**src/rtl/pl_pkg.sv**
```systemverilog
// Shared encodings for the pipeline hazard controller: forwarding selects,
// the load result-source code and the memory-wait FSM states.
package pl_pkg;

   localparam logic [1:0] FWD_RF = 2'b00;
   localparam logic [1:0] FWD_W  = 2'b01;
   localparam logic [1:0] FWD_M  = 2'b10;

   localparam logic [1:0] RESULT_SRC_LOAD = 2'b01;

   typedef enum logic [1:0] {
      S_RUN  = 2'b00,
      S_WAIT = 2'b01,
      S_ERR  = 2'b10
   } hz_state_t;

endpackage

```
**src/rtl/pl_hazard_ctrl_if.sv**
```systemverilog
// Pipeline-side hazard signals: register addresses and enables from the
// datapath, plus the stall/flush/forward controls returned to it.
interface pl_hazard_ctrl_if;
   logic [4:0] Rs1D, Rs2D, Rs1E, Rs2E, RdE, RdM, RdW;
   logic       RegWriteM, RegWriteW;
   logic [1:0] ResultSrcE;
   logic       PCSrcE, MemReqM, MemReadyM;
   logic       StallF, StallD, StallE, StallM, StallW;
   logic       FlushD, FlushE, FlushW;
   logic [1:0] ForwardAE, ForwardBE;
   logic       MemErr;

   modport master (
      output Rs1D, Rs2D, Rs1E, Rs2E, RdE, RdM, RdW,
      output RegWriteM, RegWriteW, ResultSrcE, PCSrcE, MemReqM, MemReadyM,
      input  StallF, StallD, StallE, StallM, StallW,
      input  FlushD, FlushE, FlushW, ForwardAE, ForwardBE, MemErr
   );

   modport slave (
      input  Rs1D, Rs2D, Rs1E, Rs2E, RdE, RdM, RdW,
      input  RegWriteM, RegWriteW, ResultSrcE, PCSrcE, MemReqM, MemReadyM,
      output StallF, StallD, StallE, StallM, StallW,
      output FlushD, FlushE, FlushW, ForwardAE, ForwardBE, MemErr
   );
endinterface

```
**src/rtl/pl_fwd_sel.sv**
```systemverilog
// Per-operand forwarding comparator for the E stage; the M-stage producer
// is younger than W and therefore wins when both match.
module pl_fwd_sel
   import pl_pkg::*;
(
   input  logic [4:0] rs_e,
   input  logic [4:0] rd_m,
   input  logic [4:0] rd_w,
   input  logic       reg_write_m,
   input  logic       reg_write_w,
   output logic [1:0] fwd
);

   always_comb begin
      fwd = FWD_RF;
      if (reg_write_m && rd_m != 5'd0 && rd_m == rs_e)
         fwd = FWD_M;
      else if (reg_write_w && rd_w != 5'd0 && rd_w == rs_e)
         fwd = FWD_W;
   end

endmodule

```
**src/rtl/pl_hazard_ctrl.sv**
```systemverilog
// Hazard/stall controller: load-use stalls, branch flushes, forwarding and a
// memory-wait FSM with timeout. PL_HAZARD_PERF_EN adds event counters.
//
// state | meaning
// RUN   | normal flow; a not-ready memory request stalls and moves to WAIT
// WAIT  | pipeline frozen awaiting MemReadyM; counter tracks wait cycles
// ERR   | memory timed out; frozen with MemErr until reset
module pl_hazard_ctrl
   import pl_pkg::*;
#(
   parameter int MEM_TIMEOUT = 16,
   parameter int CNT_W       = 5
) (
   input  logic clk,
   input  logic reset,
   pl_hazard_ctrl_if.slave hz
`ifdef PL_HAZARD_PERF_EN
   ,
   output logic [31:0] LoadUseCnt,
   output logic [31:0] MemWaitCnt,
   output logic [31:0] FlushCnt
`endif
);

   hz_state_t        state, state_nxt;
   logic [CNT_W-1:0] cnt, cnt_nxt;
   logic             lw_stall, mem_stall;
   logic             case_mem, case_br, case_lw;

   pl_fwd_sel u_fwd_a (
      .rs_e(hz.Rs1E), .rd_m(hz.RdM), .rd_w(hz.RdW),
      .reg_write_m(hz.RegWriteM), .reg_write_w(hz.RegWriteW),
      .fwd(hz.ForwardAE)
   );

   pl_fwd_sel u_fwd_b (
      .rs_e(hz.Rs2E), .rd_m(hz.RdM), .rd_w(hz.RdW),
      .reg_write_m(hz.RegWriteM), .reg_write_w(hz.RegWriteW),
      .fwd(hz.ForwardBE)
   );

   assign lw_stall  = (hz.ResultSrcE == RESULT_SRC_LOAD) && (hz.RdE != 5'd0) &&
                      ((hz.RdE == hz.Rs1D) || (hz.RdE == hz.Rs2D));
   assign mem_stall = (state == S_RUN && hz.MemReqM && !hz.MemReadyM) ||
                      (state == S_WAIT) || (state == S_ERR);

   assign case_mem = mem_stall;
   assign case_br  = !mem_stall && hz.PCSrcE;
   assign case_lw  = !mem_stall && !hz.PCSrcE && lw_stall;

   always_ff @(posedge clk or posedge reset) begin
      if (reset) begin
         state <= S_RUN;
         cnt   <= '0;
      end else begin
         state <= state_nxt;
         cnt   <= cnt_nxt;
      end
   end

   always_comb begin
      state_nxt = state;
      cnt_nxt   = cnt;
      case (state)
         S_RUN: begin
            if (hz.MemReqM && !hz.MemReadyM) begin
               state_nxt = S_WAIT;
               cnt_nxt   = CNT_W'(1);
            end
         end
         S_WAIT: begin
            if (hz.MemReadyM) begin
               state_nxt = S_RUN;
               cnt_nxt   = '0;
            end else if (cnt == CNT_W'(MEM_TIMEOUT)) begin
               state_nxt = S_ERR;
            end else begin
               cnt_nxt = cnt + CNT_W'(1);
            end
         end
         S_ERR:   state_nxt = S_ERR;
         default: state_nxt = S_RUN;
      endcase
   end

   // ERR is only left through reset, so the sticky flag is the state itself.
   assign hz.MemErr = (state == S_ERR);

   always_comb begin
      hz.StallF = 1'b0;
      hz.StallD = 1'b0;
      hz.StallE = 1'b0;
      hz.StallM = 1'b0;
      hz.StallW = 1'b0;
      hz.FlushD = 1'b0;
      hz.FlushE = 1'b0;
      hz.FlushW = 1'b0;
      if (case_mem) begin
         hz.StallF = 1'b1;
         hz.StallD = 1'b1;
         hz.StallE = 1'b1;
         hz.StallM = 1'b1;
         hz.FlushW = 1'b1;
      end else if (case_br) begin
         hz.FlushD = 1'b1;
         hz.FlushE = 1'b1;
      end else if (case_lw) begin
         hz.StallF = 1'b1;
         hz.StallD = 1'b1;
         hz.FlushE = 1'b1;
      end
   end

`ifdef PL_HAZARD_PERF_EN
   always_ff @(posedge clk or posedge reset) begin
      if (reset) begin
         LoadUseCnt <= '0;
         MemWaitCnt <= '0;
         FlushCnt   <= '0;
      end else begin
         if (case_lw  && LoadUseCnt != '1) LoadUseCnt <= LoadUseCnt + 32'd1;
         if (case_mem && MemWaitCnt != '1) MemWaitCnt <= MemWaitCnt + 32'd1;
         if (case_br  && FlushCnt   != '1) FlushCnt   <= FlushCnt + 32'd1;
      end
   end
`endif

endmodule

```
**src/flat_wrapper.sv**
```systemverilog
// flat-port wrapper written by rule: the top's interface ports become plain ports
module pl_hazard_ctrl_flat import pl_pkg::*;
#(
   parameter int MEM_TIMEOUT = 16,
   parameter int CNT_W       = 5
)
  (clk, reset, hz_Rs1D, hz_Rs2D, hz_Rs1E, hz_Rs2E, hz_RdE, hz_RdM, hz_RdW, hz_RegWriteM, hz_RegWriteW, hz_ResultSrcE, hz_PCSrcE, hz_MemReqM, hz_MemReadyM, hz_StallF, hz_StallD, hz_StallE, hz_StallM, hz_StallW, hz_FlushD, hz_FlushE, hz_FlushW, hz_ForwardAE, hz_ForwardBE, hz_MemErr);
  pl_hazard_ctrl_if hz_i ();
  input  logic clk;
  input  logic reset;
  input wire logic [$bits(hz_i.Rs1D)-1:0] hz_Rs1D;
  input wire logic [$bits(hz_i.Rs2D)-1:0] hz_Rs2D;
  input wire logic [$bits(hz_i.Rs1E)-1:0] hz_Rs1E;
  input wire logic [$bits(hz_i.Rs2E)-1:0] hz_Rs2E;
  input wire logic [$bits(hz_i.RdE)-1:0] hz_RdE;
  input wire logic [$bits(hz_i.RdM)-1:0] hz_RdM;
  input wire logic [$bits(hz_i.RdW)-1:0] hz_RdW;
  input wire logic [$bits(hz_i.RegWriteM)-1:0] hz_RegWriteM;
  input wire logic [$bits(hz_i.RegWriteW)-1:0] hz_RegWriteW;
  input wire logic [$bits(hz_i.ResultSrcE)-1:0] hz_ResultSrcE;
  input wire logic [$bits(hz_i.PCSrcE)-1:0] hz_PCSrcE;
  input wire logic [$bits(hz_i.MemReqM)-1:0] hz_MemReqM;
  input wire logic [$bits(hz_i.MemReadyM)-1:0] hz_MemReadyM;
  output wire logic [$bits(hz_i.StallF)-1:0] hz_StallF;
  output wire logic [$bits(hz_i.StallD)-1:0] hz_StallD;
  output wire logic [$bits(hz_i.StallE)-1:0] hz_StallE;
  output wire logic [$bits(hz_i.StallM)-1:0] hz_StallM;
  output wire logic [$bits(hz_i.StallW)-1:0] hz_StallW;
  output wire logic [$bits(hz_i.FlushD)-1:0] hz_FlushD;
  output wire logic [$bits(hz_i.FlushE)-1:0] hz_FlushE;
  output wire logic [$bits(hz_i.FlushW)-1:0] hz_FlushW;
  output wire logic [$bits(hz_i.ForwardAE)-1:0] hz_ForwardAE;
  output wire logic [$bits(hz_i.ForwardBE)-1:0] hz_ForwardBE;
  output wire logic [$bits(hz_i.MemErr)-1:0] hz_MemErr;
  assign hz_i.Rs1D = hz_Rs1D;
  assign hz_i.Rs2D = hz_Rs2D;
  assign hz_i.Rs1E = hz_Rs1E;
  assign hz_i.Rs2E = hz_Rs2E;
  assign hz_i.RdE = hz_RdE;
  assign hz_i.RdM = hz_RdM;
  assign hz_i.RdW = hz_RdW;
  assign hz_i.RegWriteM = hz_RegWriteM;
  assign hz_i.RegWriteW = hz_RegWriteW;
  assign hz_i.ResultSrcE = hz_ResultSrcE;
  assign hz_i.PCSrcE = hz_PCSrcE;
  assign hz_i.MemReqM = hz_MemReqM;
  assign hz_i.MemReadyM = hz_MemReadyM;
  assign hz_StallF = hz_i.StallF;
  assign hz_StallD = hz_i.StallD;
  assign hz_StallE = hz_i.StallE;
  assign hz_StallM = hz_i.StallM;
  assign hz_StallW = hz_i.StallW;
  assign hz_FlushD = hz_i.FlushD;
  assign hz_FlushE = hz_i.FlushE;
  assign hz_FlushW = hz_i.FlushW;
  assign hz_ForwardAE = hz_i.ForwardAE;
  assign hz_ForwardBE = hz_i.ForwardBE;
  assign hz_MemErr = hz_i.MemErr;
  pl_hazard_ctrl #(.MEM_TIMEOUT(MEM_TIMEOUT), .CNT_W(CNT_W)) u_core (.clk(clk), .reset(reset), .hz(hz_i));
endmodule
```
**config.mk**
```make
export PLATFORM = sky130hd
export DESIGN_NAME = pl_hazard_ctrl_flat
export DESIGN_NICKNAME = d
export VERILOG_FILES = /design/src/rtl/pl_pkg.sv /design/src/rtl/pl_hazard_ctrl_if.sv /design/src/rtl/pl_fwd_sel.sv /design/src/rtl/pl_hazard_ctrl.sv /design/src/flat_wrapper.sv
export SDC_FILE = /design/constraint.sdc
export NUM_CORES = 1
export LEC_CHECK = 0
export CORE_ASPECT_RATIO = 2
export CORE_MARGIN = 8
export CORE_UTILIZATION = 30
export CTS_BUF_LIST = sky130_fd_sc_hd__clkbuf_4 sky130_fd_sc_hd__clkbuf_8 sky130_fd_sc_hd__clkbuf_16
export DETAILED_ROUTE_END_ITERATION = 7
export GPL_TIMING_DRIVEN = 0
export PLACE_DENSITY = 0.8
export SLEW_MARGIN = 40
export SYNTH_ARGS = -nofsm -noshare
export SYNTH_HDL_FRONTEND = slang
export SYNTH_SLANG_ARGS = --single-unit
```
**constraint.sdc**
```tcl
create_clock -name clk -period 1.6 [get_ports clk]
set_input_delay 0.16 -clock clk [delete_from_list [all_inputs] [get_ports clk]]
set_output_delay 0.16 -clock clk [all_outputs]
set_load 0.02 [all_outputs]
```
After elaboration in Yosys (flattened, before gate mapping). Cells that the tools add are included. W data, S select, Z words.

Register bits after elaboration: 7. Input port bits: 44. Output and inout port bits: 13. Logic and storage cells: 63.

Add/subtract/negate cells: 1. Equal/unequal tests: 13. Multiplexer cells: 20. Reduce and logical (&&, ||, !) cells: 27.

Operators with widths (count): $eq A5 B5 Y1 (6); $mux W5 (3); $reduce_bool A5 Y1 (3); $logic_and A1 B1 Y1 (14); $mux W1 (10); $mux W2 (5); $pmux W5 S2 (1); $ne A3 B3 Y1 const B (2); $pmux W2 S3 (1); $add A5 B1 Y5 const B (1); $eq A5 B5 Y1 const B (1); $eq A2 B1 Y1 const B (2); $logic_not A1 Y1 (3); $logic_or A1 B1 Y1 (3); $reduce_and A3 Y1 (1); $eq A2 B2 Y1 const B (1); $logic_not A2 Y1 (1); $ne A2 B2 Y1 const B (1); $reduce_and A2 Y1 (1); $reduce_bool A2 Y1 (1).

Depth between registers and ports, before layout. Gate-level depths: netlist (run 1).

Depth in word-level cells: 11. Mapped depth: 6. Gate-level depth less buffers: 6.

Hierarchy. From an unflattened synthesis (run 1), not the netlist that was laid out.

Cells, all modules: 115. Area, all modules: 948.4 um^2.

Modules (own cells, without submodules): pl_hazard_ctrl (times used 1, cells each 75, area each 645.6 um^2, seq. area each 175.2 um^2); pl_fwd_sel (times used 2, cells each 20, area each 151.4 um^2, seq. area each 0.0 um^2).

Worst setup path after synthesis (run 1). No wires, ideal clock.

Kind: reg-to-output. From: register u_core.state[0]. To: output hz_StallF. Arrival: 1.607 ns. Data required time: 1.440 ns. Setup slack: -0.167 ns. Stages on the path, launching flop included: 6. Buffers on the path: 2. Path through: dfrtp_1 buf_4 or2_2 o21ai_0 o21ai_0 buf_4.

Cells in the longest elaborated chain, start to end: 11. Elaborated cells on any way between the ends: 14. Those cells by class: 2 x eq/ne; 3 x mux; 9 x reduce/logical.

Ends and longest elaborated chain: from (decl) (RTL line pl_hazard_ctrl.sv:25) `hz_state_t state, state_nxt;`; from (signal assigned) (RTL line pl_hazard_ctrl.sv:56) `state <= state_nxt;`; $logic_not A2 Y1 (RTL line pl_hazard_ctrl.sv:44) `assign mem_stall = (state == S_RUN && hz.MemReqM && !hz.MemReadyM) ||`; $logic_and A1 B1 Y1 (2 in series) (RTL line pl_hazard_ctrl.sv:44); $logic_or A1 B1 Y1 (RTL line pl_hazard_ctrl.sv:44); $logic_or A1 B1 Y1 * (RTL line pl_hazard_ctrl.sv:45) `(state == S_WAIT) || (state == S_ERR);`; $logic_not A1 Y1 (RTL line pl_hazard_ctrl.sv:48, pl_hazard_ctrl.sv:49); $logic_and A1 B1 Y1 (2 in series) (RTL line pl_hazard_ctrl.sv:49) `assign case_lw = !mem_stall && !hz.PCSrcE && lw_stall;`; $mux W1 (2 in series); $mux W1 *; to (decl) (RTL line flat_wrapper.sv:24) `output wire logic [$bits(hz_i.StallF)-1:0] hz_StallF;`.

Mark *: on every way between the ends. The rest lies on a longest branch, timed or not.

Worst setup path after layout (run 1).
From: input hz_RegWriteW. To: output hz_ForwardBE[0].

Cells in the longest elaborated chain, start to end: 4.

Ends and longest elaborated chain: from (decl) (RTL line flat_wrapper.sv:19) `input wire logic [$bits(hz_i.RegWriteW)-1:0] hz_RegWriteW;`; $logic_and A1 B1 Y1 (2 in series) (RTL line pl_fwd_sel.sv:18) `else if (reg_write_w && rd_w != 5'd0 && rd_w == rs_e)`; $mux W1 (RTL line pl_fwd_sel.sv:18); $mux W2 (RTL line pl_fwd_sel.sv:16) `if (reg_write_m && rd_m != 5'd0 && rd_m == rs_e)`; to (decl) (RTL line flat_wrapper.sv:33) `output wire logic [$bits(hz_i.ForwardBE)-1:0] hz_ForwardBE;`.

No other way between the ends.

==> flow_metrics.py, run 1 <==
metrics = {
    "outcome": {
        "status": "finished with violations",
        "failed_checks": "setup timing",
    },
    "routing": {
        "vias": 1132,
        "wl_um": 4230,
        "first_pass_iters": 4,
        "drtAntennaViolNets": 0,
        "via_per_inst": 5.24,
        "routedWlPerCell_um": 19.6,
        "first_iter_violations": 43,
        "drc": 0,
    },
    "global_routing": {
        "track_usage": 0.151,
        "grt_pass1_wl_um": 5930,
        "grt_max_degree": 10,
        "grt_antenna_before_repair": 0,
        "grt-ovfl-total": 0,
        "grt_pass1_vias": 1254,
    },
    "clock_network": {
        "clock_path_buffers": 2,
        "cts_sinks": 7,
        "tritoncts": "yes",
        "cts_hold_buf": 0,
        "cts_buffers": 3,
        "clk_latency_ns": 0.23,
        "ctsRootBufferMaster": "clkbuf_8",
        "htreeDepth": 1,
        "clkTransAtPathRegs_ns": 0.04,
    },
    "synth": {
        "ys_top_cells_by_count": "xor2_1, dfrtp_1, nor2_1",
        "synth_nets": 154,
        "synthCells": 108,
        "syn_area_um2": 921,
        "synth_top_area_share": 0.228,
        "synth_edf_count": 0,
        "synth_area_per_cell_um2": 8.53,
        "yosysSeqAreaShare": 0.190,
        "synth-simple-area-share": 0.270,
        "synth.most_common_cell": "xor2_1",
        "yosysUniqueCellTypes": 34,
        "synth_area_leader_cell": "xor2_1",
        "synth_compound_area_frac": 0.147,
        "yosysWarnings": 0,
        "muxShareOfSynthArea": 0.0109,
        "synth_fa_ha_area_frac": 0.0272,
        "async_flop_share": 1.00,
        "synth_top_family_by_area": "XOR/XNOR gates",
        "synth_xor_area_frac": 0.285,
        "ys_ff_latch": 7,
        "synth_flop_cell": "dfrtp_1",
        "synth.area.top_cells": "xor2_1, dfrtp_1, xnor2_1",
    },
    "pwr": {
        "p_int_uw": 649,
        "swShare": 0.331,
        "power_density_mw_per_mm2": 529,
        "p_seq_frac": 0.214,
        "power.switching_uw": 321,
        "vdd_drop_max_uv": 565,
        "p_clk_frac": 0.273,
        "p_leak_nw": 0.811,
        "comb_power_share": 0.513,
    },
    "cells_and_area": {
        "n_antenna_cell": 0,
        "areaGrowthSynthToFinish_pct": 99.5,
        "layout.cells.non_filler": 216,
        "drive_gt1_frac": 0.409,
        "fin_area_mm2": 0.00184,
        "nNetsFinal": 233,
    },
    "sta": {
        "fmax_ghz": 0.592,
        "setup_viol": 4,
        "slew_viol_final": 0,
        "fin_crit_sh": 1.06,
        "rsz0062_at_grt": "yes",
        "hold_viol": 0,
        "finalCriticalPeriod_ns": 1.69,
        "finalClockSkew_ns": 0.000757,
        "finalWorstSetupSlack_ns": -0.0894,
    },
    "floorplan": {
        "row_count": 28,
        "die_area_mm2": 0.00521,
        "initial_core_util": 0.313,
        "die_h_um": 94.4,
        "die_w_um": 55.2,
        "placeableCoreArea_mm2": 0.00294,
        "io_pins": 57,
    },
    "placed_design": {
        "placedCellCount": 193,
        "routabilityCongestion": 0.879,
        "placed_cell_area_mm2": 0.00151,
        "dp_hpwl_um": 2940,
        "port_buffers": 55,
    },
    "worst_hold_path": {
        "hp-class": "in -> async",
    },
    "worst_setup_path": {
        "end_kind": "primary output",
        "critical_path_class": "in -> out",
        "arrival_ns": 1.53,
        "critPathRequiredTime_ns": 1.44,
        "crit_path_start_kind": "input port",
        "reg2reg_depth": 6,
        "cp_max_fo": 2,
    },
    "job": {
        "cap_violations": 0,
    },
}
## metal layers
layer / track usage / vias up / routed length, um
met5: 0 / - / 0
met3: 0.0299 / 12 / 280
met1: 0.120 / 537 / 1140
met2: 0.302 / 49 / 2690
met4: 0.0766 / 0 / 119
li1: - / 534 / -
## cell families (layout without fill, tap and decap cells)
kind of cell	Yosys count	after routing
and+or+nand+nor	38	38
xor gates and xnor gates	30	30
AOI/OAI and AO/OA	18	18
buffers and inverters	11	89
DFF	7	7
adders and majority gates	2	2
other	1	1
muxes	1	1
## registers in the layout (all words and copies together), names as in the netlist
signal / count
u_core.cnt: 5
u_core.state: 2
## per-stage QoR
step | TNS [ns] | power (mW) | hold WS, ns | setup WS, ns | util
2_1_floorplan | 0 | 0.389 | -0.0366 | 0.00840 | -
3_3_place_gp | -7.77 | 0.574 | 0.397 | -0.941 | 0.513
3_5_place_dp | -8.57 | 0.589 | 0.403 | -0.992 | 0.513
4_1_cts | -0.541 | 0.894 | 0.179 | -0.130 | 0.563
5_1_grt | -0.589 | 1.02 | 0.219 | -0.131 | 0.624
6_report | -0.272 | 0.971 | 0.187 | -0.0894 | 0.624
## final timing paths
path / start / end / slack (ns)
max: hz_RegWriteW / hz_ForwardBE[0] / -0.09
min: reset / u_core.state[1] / 0.19
max reg2reg: u_core.cnt[0] / u_core.cnt[4] / 0.04
min reg2reg: u_core.state[1] / u_core.state[0] / 0.61
max in group asynchronous: reset / u_core.state[0] / 1.20
min in group clk: hz_MemReqM / u_core.state[0] / 0.34
## placed cells by master, fill, tap and decap left out, drive strengths merged, types with 2 or more instances in the layout
master and n:
dfrtp 7, nand2 4, xor2 24, dlymetal6s2s 2
nor3 4, nor4 4, xnor2 6, buf 43
dlygate4sd2 14, nor2 7, or3 2, inv 6
clkdlybuf4s50 13, clkbuf 7, a21oi 5, or4 5
nand3 4, o21ai 6, nand2b 2, clkdlybuf4s15 4
ha 2
## cell type report
class / count / area (um2)
fillers: 249 / 1110
multi-input cells: 90 / 830
repair buffers: 75 / 679
flip-flops and latches: 7 / 175
clock buffers: 4 / 48.8
plain buffers: 4 / 41.3
well taps: 30 / 37.5
inverters: 6 / 25.0
## power groups by stage
stage / Clock, mW / Combinational [mW] / Sequential (mW)
after global placement: 0 / 0.363 / 0.212
after global routing: 0.279 / 0.529 / 0.209
after CTS: 0.270 / 0.418 / 0.206
after detailed placement: 0 / 0.376 / 0.213
final: 0.265 / 0.498 / 0.208
after floorplan: 0 / 0.182 / 0.208
## what timing repair did
item	in CTS	in global routing
setup endpoints to repair	15	15
resized for setup	135	41
endpoints found under the hold margin	0	0
pin swaps	15	14
gates cloned	0	0
setup buffers	9	11
## critical path, cell delays in order
cell and delay (ns):
clkdlybuf4s15_1 0.19, o21ai_2 0.07, buf_4 0.13, or4_4 0.54, nor4_4 0.27, buf_4 0.17
Note: power is estimated with default switching activity, not from simulation.
==> run 2: changes to the inputs <==
--- a/config.mk
+++ b/config.mk
@@ -9,9 +9,10 @@
 export CORE_MARGIN = 8
 export CORE_UTILIZATION = 30
 export CTS_BUF_LIST = sky130_fd_sc_hd__clkbuf_4 sky130_fd_sc_hd__clkbuf_8 sky130_fd_sc_hd__clkbuf_16
+export CTS_CLUSTER_SIZE = 40
 export DETAILED_ROUTE_END_ITERATION = 7
 export GPL_TIMING_DRIVEN = 0
-export PLACE_DENSITY = 0.8
+export PLACE_DENSITY_LB_ADDON = 0.3
 export SLEW_MARGIN = 40
 export SYNTH_ARGS = -nofsm -noshare
 export SYNTH_HDL_FRONTEND = slang
==> constraint.sdc (replaced) <==
create_clock -name clk -period 1.6 [get_ports clk]
set_input_delay 0.16 -clock clk [delete_from_list [all_inputs] [get_ports clk]]
set_output_delay 0.16 -clock clk [all_outputs]
set_load 0.05 [all_outputs]
==> run 2 against run 1 <==
Effect of this change: the flow still finishes with violations (setup timing); final cell count shrank 3.2%; worst setup slack lost 0.030 ns; power is 3.1% higher; clock skew is essentially flat; clock power hardly changed; flip-flop and latch count did not move; non-clock buffer count down 7.
==> flow_metrics.py, run 2 (synthesized netlist as in run 1, its figures left out) <==
metrics = {
    "job": {
        "cap_violations": 0,
    },
    "placed_design": {
        "placedCellCount": 193,
        "placed_cell_area_mm2": 0.00161,
        "routabilityCongestion": 0.817,
        "dp_hpwl_um": 2740,
        "place_ws_ns": -1.26,
        "port_buffers": 55,
    },
    "floorplan": {
        "initial_core_util": 0.313,
        "io_pins": 57,
        "placeableCoreArea_mm2": 0.00294,
        "die_w_um": 55.2,
        "die_area_mm2": 0.00521,
        "die_h_um": 94.4,
        "row_count": 28,
    },
    "clock_network": {
        "tritoncts": "yes",
        "cts_buffers": 3,
        "clk_latency_ns": 0.23,
        "clkTransAtPathRegs_ns": 0.04,
        "ctsRootBufferMaster": "clkbuf_8",
        "cts_sinks": 7,
        "clock_path_buffers": 2,
        "htreeDepth": 1,
    },
    "global_routing": {
        "grt_pass1_vias": 1209,
        "grt-ovfl-total": 0,
        "grt_max_degree": 8,
        "grt_pass1_wl_um": 5430,
        "grt_antenna_before_repair": 0,
        "track_usage": 0.135,
    },
    "cells_and_area": {
        "n_antenna_cell": 0,
        "largest_reg_flops": 5,
        "n_fill_cell": 252,
        "nNetsFinal": 226,
        "final_common_cell": "xor2_1",
        "top_register": "u_core.cnt",
        "layout_common_cells": "xor2_1, buf_6, clkdlybuf4s50_1",
        "reg_top3": "u_core.cnt: 5 flops, u_core.state: 2 flops",
        "areaGrowthSynthToFinish_pct": 97.6,
        "layout.cells.non_filler": 209,
        "drive_gt1_frac": 0.436,
        "fin_area_mm2": 0.00182,
    },
    "routing": {
        "via_per_inst": 5.18,
        "drtAntennaViolNets": 0,
        "vias": 1082,
        "routedWlPerCell_um": 17.0,
        "first_pass_iters": 4,
        "drc": 0,
        "first_iter_violations": 23,
        "wl_um": 3560,
    },
    "worst_hold_path": {
        "hp-class": "in -> async",
    },
    "worst_setup_path": {
        "critical_path_class": "reg -> out",
        "arrival_ns": 1.56,
        "critPathRequiredTime_ns": 1.44,
        "end_kind": "primary output",
        "rr_endpoint": "u_core.cnt[2]",
        "crit_path_start_kind": "flop",
        "cp_max_fo": 5,
        "reg2reg_depth": 6,
        "r2r_setup_slack_ns": 0.06,
        "reg2reg_from": "u_core.state[0]",
    },
    "pwr": {
        "power_density_mw_per_mm2": 550,
        "vdd_drop_max_uv": 556,
        "p_leak_nw": 0.794,
    },
    "sta": {
        "finalWorstSetupSlack_ns": -0.119,
        "slew_viol_final": 0,
        "rsz0062_at_grt": "yes",
        "fin_crit_sh": 1.07,
        "finalCriticalPeriod_ns": 1.72,
        "setup_viol": 6,
        "fmax_ghz": 0.582,
        "finalClockSkew_ns": 0.000461,
        "hold_viol": 0,
    },
    "outcome": {
        "failed_checks": "setup timing",
        "status": "finished with violations",
    },
}
[run 2: changes by cell type in the layout (fill, tap and decap cells not counted), sizes merged]
cell and delta:
dlygate4sd2 -7, clkbuf +2, dlymetal6s2s +2, clkdlybuf4s15 -3
buf -4, clkdlybuf4s50 +3
[run 2: per-layer routing]
layer | vias up | GRT usage | wire [um]
li1 | 519 | - | -
met1 | 498 | 0.129 | 1120
met2 | 50 | 0.255 | 2020
met3 | 15 | 0.0157 | 290
met4 | 0 | 0.0706 | 129
met5 | - | 0 | 0
[run 2: how the worst max path moves through the flow]
stage	startpoint	to	slack, ns
final	u_core.state[1]	hz_FlushE	-0.12
after global placement	hz_RdW[2]	hz_ForwardBE[0]	-1.19
after global routing	u_core.state[1]	hz_FlushE	-0.19
after CTS	hz_RdM[2]	hz_ForwardBE[0]	-0.20
after floorplan	hz_RdM[1]	hz_ForwardAE[0]	-0.16
after detailed placement	hz_RdW[2]	hz_ForwardAE[0]	-1.26
[run 2: where the power goes]
group / total [mW] / switching [mW] / internal [mW]
logic: 0.527 / 0.262 / 0.266
clock network: 0.265 / 0.0761 / 0.189
registers: 0.208 / 0.0150 / 0.193
total: 1.00 / 0.353 / 0.648
[run 2: area by class of cell]
class                      instances  area, um2  share of cell area
timing repair buffer              69        663               0.365
tap                               30       37.5              0.0206
buffer                             3       22.5              0.0124
inverter                           6       22.5              0.0124
clock buffer                       4       48.8              0.0268
sequential                         7        176              0.0970
multi-input combinational         90        848               0.466
[run 2: critical path, stage by stage (launching register included)]
cell,delay [ns]
dfrtp_2,0.43
or2_4,0.25
o21ai_4,0.17
nand4b_1,0.16
o21bai_4,0.16
buf_8,0.16
[run 2: through the flow]
| stage | hold slack [ns] | TNS [ns] | utilization | power, mW |
|---|---|---|---|---|
| after CTS | 0.165 | -0.741 | 0.598 | 0.980 |
| after detailed placement | 0.413 | -10.25 | 0.547 | 0.665 |
| final | 0.168 | -0.458 | 0.618 | 1.00 |
| after floorplan | -0.0366 | -0.325 | - | 0.466 |
| after global routing | 0.223 | -0.895 | 0.618 | 1.05 |
| after global placement | 0.408 | -9.89 | 0.547 | 0.653 |
[run 2: repair_timing]
action                     in CTS  in global routing
setup endpoints to repair      15                 14
gates resized for setup       129                 58
setup buffers                  11                  3
hold buffers                    0                  0
pin swaps                      14                 20
==> run 3: changes to the inputs <==
--- a/config.mk
+++ b/config.mk
@@ -5,13 +5,15 @@
 export SDC_FILE = /design/constraint.sdc
 export NUM_CORES = 1
 export LEC_CHECK = 0
+export ABC_CLOCK_PERIOD_IN_PS = 1600
 export CORE_ASPECT_RATIO = 2
 export CORE_MARGIN = 8
-export CORE_UTILIZATION = 30
+export CORE_UTILIZATION = 33
 export CTS_BUF_LIST = sky130_fd_sc_hd__clkbuf_4 sky130_fd_sc_hd__clkbuf_8 sky130_fd_sc_hd__clkbuf_16
 export CTS_CLUSTER_SIZE = 40
 export DETAILED_ROUTE_END_ITERATION = 7
 export GPL_TIMING_DRIVEN = 0
+export HOLD_SLACK_MARGIN = 0.15
 export PLACE_DENSITY_LB_ADDON = 0.3
 export SLEW_MARGIN = 40
 export SYNTH_ARGS = -nofsm -noshare
==> run 3 against run 2 <==
Effect of this change: the flow still finishes with violations (setup timing); wire length shrank 2.1%; maximum frequency shrank 3.6%; design area grew 2.3%; flip-flop and latch count is the same; worst setup slack lost 0.065 ns; clock-buffer cell count is the same; global-route usage grew 0.16 points; critical path type unchanged; largest cell class unchanged.
==> flow_metrics.py, run 3 (synthesized netlist as in run 1, its figures left out) <==
metrics = {
    "outcome": {
        "status": "finished with violations",
        "failed_checks": "setup timing",
    },
    "worst_hold_path": {
        "hp-class": "in -> async",
    },
    "global_routing": {
        "grt-ovfl-total": 0,
        "grt_max_degree": 9,
        "grt_pass1_wl_um": 5190,
        "grt_pass1_vias": 1159,
        "grt_antenna_before_repair": 0,
        "track_usage": 0.137,
    },
    "worst_setup_path": {
        "cp_max_fo": 6,
        "end_kind": "primary output",
        "cpPeakStageDelay_ns": 0.42,
        "crit_family": "simple AND/OR/NAND/NOR gates",
        "rr_endpoint": "u_core.cnt[4]",
        "slowest_stage": "dfrtp_1",
        "reg2reg_from": "u_core.cnt[1]",
        "critical_path.cell_chain": "or2_4 -> o21ai_4 -> nand4b_1 -> o21bai_4 -> buf_6",
        "reg2reg_depth": 7,
        "critical_path_class": "reg -> out",
        "crit_path_start_kind": "flop",
        "critical_path_buf_inv_count": 1,
        "r2r_setup_slack_ns": 0.09,
        "arrival_ns": 1.62,
        "critPathRequiredTime_ns": 1.44,
    },
    "cells_and_area": {
        "reg_top3": "u_core.cnt: 5 flops, u_core.state: 2 flops",
        "top_register": "u_core.cnt",
        "nNetsFinal": 233,
        "largest_reg_flops": 5,
        "final_common_cell": "xor2_1",
        "layout_common_cells": "xor2_1, buf_4, clkdlybuf4s50_1",
        "drive_gt1_frac": 0.457,
        "n_antenna_cell": 0,
        "final_util": 0.688,
        "areaGrowthSynthToFinish_pct": 102,
    },
    "pwr": {
        "design_power_total_uw": 996,
        "p_leak_nw": 0.848,
        "power_density_mw_per_mm2": 535,
        "vdd_drop_max_uv": 456,
    },
    "sta": {
        "fmax_ghz": 0.561,
        "finalWorstSetupSlack_ns": -0.184,
        "setup_viol": 6,
        "finalClockSkew_ns": 0.000699,
        "finalCriticalPeriod_ns": 1.78,
        "hold_viol": 0,
        "slew_viol_final": 0,
        "rsz0062_at_grt": "yes",
        "fin_crit_sh": 1.11,
    },
    "routing": {
        "vias": 1082,
        "routedWlPerCell_um": 16.2,
        "via_per_inst": 5.03,
        "wl_um": 3490,
        "drtAntennaViolNets": 0,
        "first_iter_violations": 13,
        "first_pass_iters": 4,
        "drc": 0,
    },
    "placed_design": {
        "place_ws_ns": -1.24,
        "routabilityCongestion": 0.869,
        "port_buffers": 55,
        "dp_hpwl_um": 2790,
    },
    "clock_network": {
        "cts_buffers": 3,
        "ctsRootBufferMaster": "clkbuf_8",
        "clkTransAtPathRegs_ns": 0.04,
        "clock_path_buffers": 2,
        "cts_sinks": 7,
        "tritoncts": "yes",
        "htreeDepth": 1,
        "clk_latency_ns": 0.23,
    },
    "floorplan": {
        "row_count": 27,
        "die_h_um": 90.7,
        "io_pins": 57,
        "die_w_um": 53.4,
        "die_area_mm2": 0.00484,
        "placeableCoreArea_mm2": 0.00270,
        "initial_core_util": 0.341,
    },
    "job": {
        "cap_violations": 0,
    },
}
==> run 3: cell types whose count changed in the layout (fill, tap and decap cells not counted), sizes merged <==
| cell | before | now |
|---|---|---|
| clkdlybuf4s50 | 16 | 15 |
| clkbuf | 9 | 14 |
| dlygate4sd2 | 7 | 6 |
| dlymetal6s2s | 4 | 6 |
| buf | 39 | 41 |
==> run 3: area by class of cell <==
cell class	count	area, um2
Multi-Input combinational cell	90	842
Fill cell	205	842
Timing Repair Buffer	76	709
Sequential cell	7	175
Clock buffer	4	48.8
Tap cell	29	36.3
Buffer	3	26.3
Inverter	6	22.5
==> run 3: worst max-delay path by stage <==
stage / startpoint / endpoint / cells after the start
floorplan: hz_RdM[1] / hz_ForwardAE[0] / 4
global placement: hz_RdW[3] / hz_ForwardBE[0] / 6
detailed placement: hz_RdW[3] / hz_ForwardBE[0] / 6
CTS: hz_RegWriteW / hz_ForwardBE[0] / 5
global route: u_core.state[1] / hz_FlushE / 5
finish: u_core.state[1] / hz_FlushE / 5
==> run 3: power breakdown <==
group | switching (mW) | internal [mW] | leakage [nW] | total [mW]
sequential | 0.0134 | 0.193 | 0.0913 | 0.206
combinational | 0.256 | 0.268 | 0.731 | 0.524
clock | 0.0767 | 0.189 | 0.0262 | 0.266
total | 0.346 | 0.650 | 0.848 | 0.996
==> run 3: through the flow <==
step                hold slack, ns  instances  setup TNS, ns  area (um2)
CTS                          0.176        208         -0.723        1790
global route                 0.202        215          -1.02        1860
floorplan                  -0.0366        108         -0.325        1020
detailed placement           0.418        192         -10.29        1610
finish                       0.167        215         -0.557        1860
global placement             0.405        192          -9.85        1610
==> run 3: repair_timing <==
action / CTS / global route
setup endpoints to repair: 15 / 13
gates resized for setup: 134 / 46
pin swaps: 18 / 22
setup buffers: 13 / 9
hold buffers: 0 / 0
==> run 3: per-layer routing <==
layer	share of wire	routed length (um)	vias up	track usage
met5	0	0	-	0
met4	0.0077	27	0	0.0381
met3	0.071	249	2	0.0281
met2	0.61	2110	33	0.284
met1	0.31	1100	512	0.112
li1	-	-	535	-
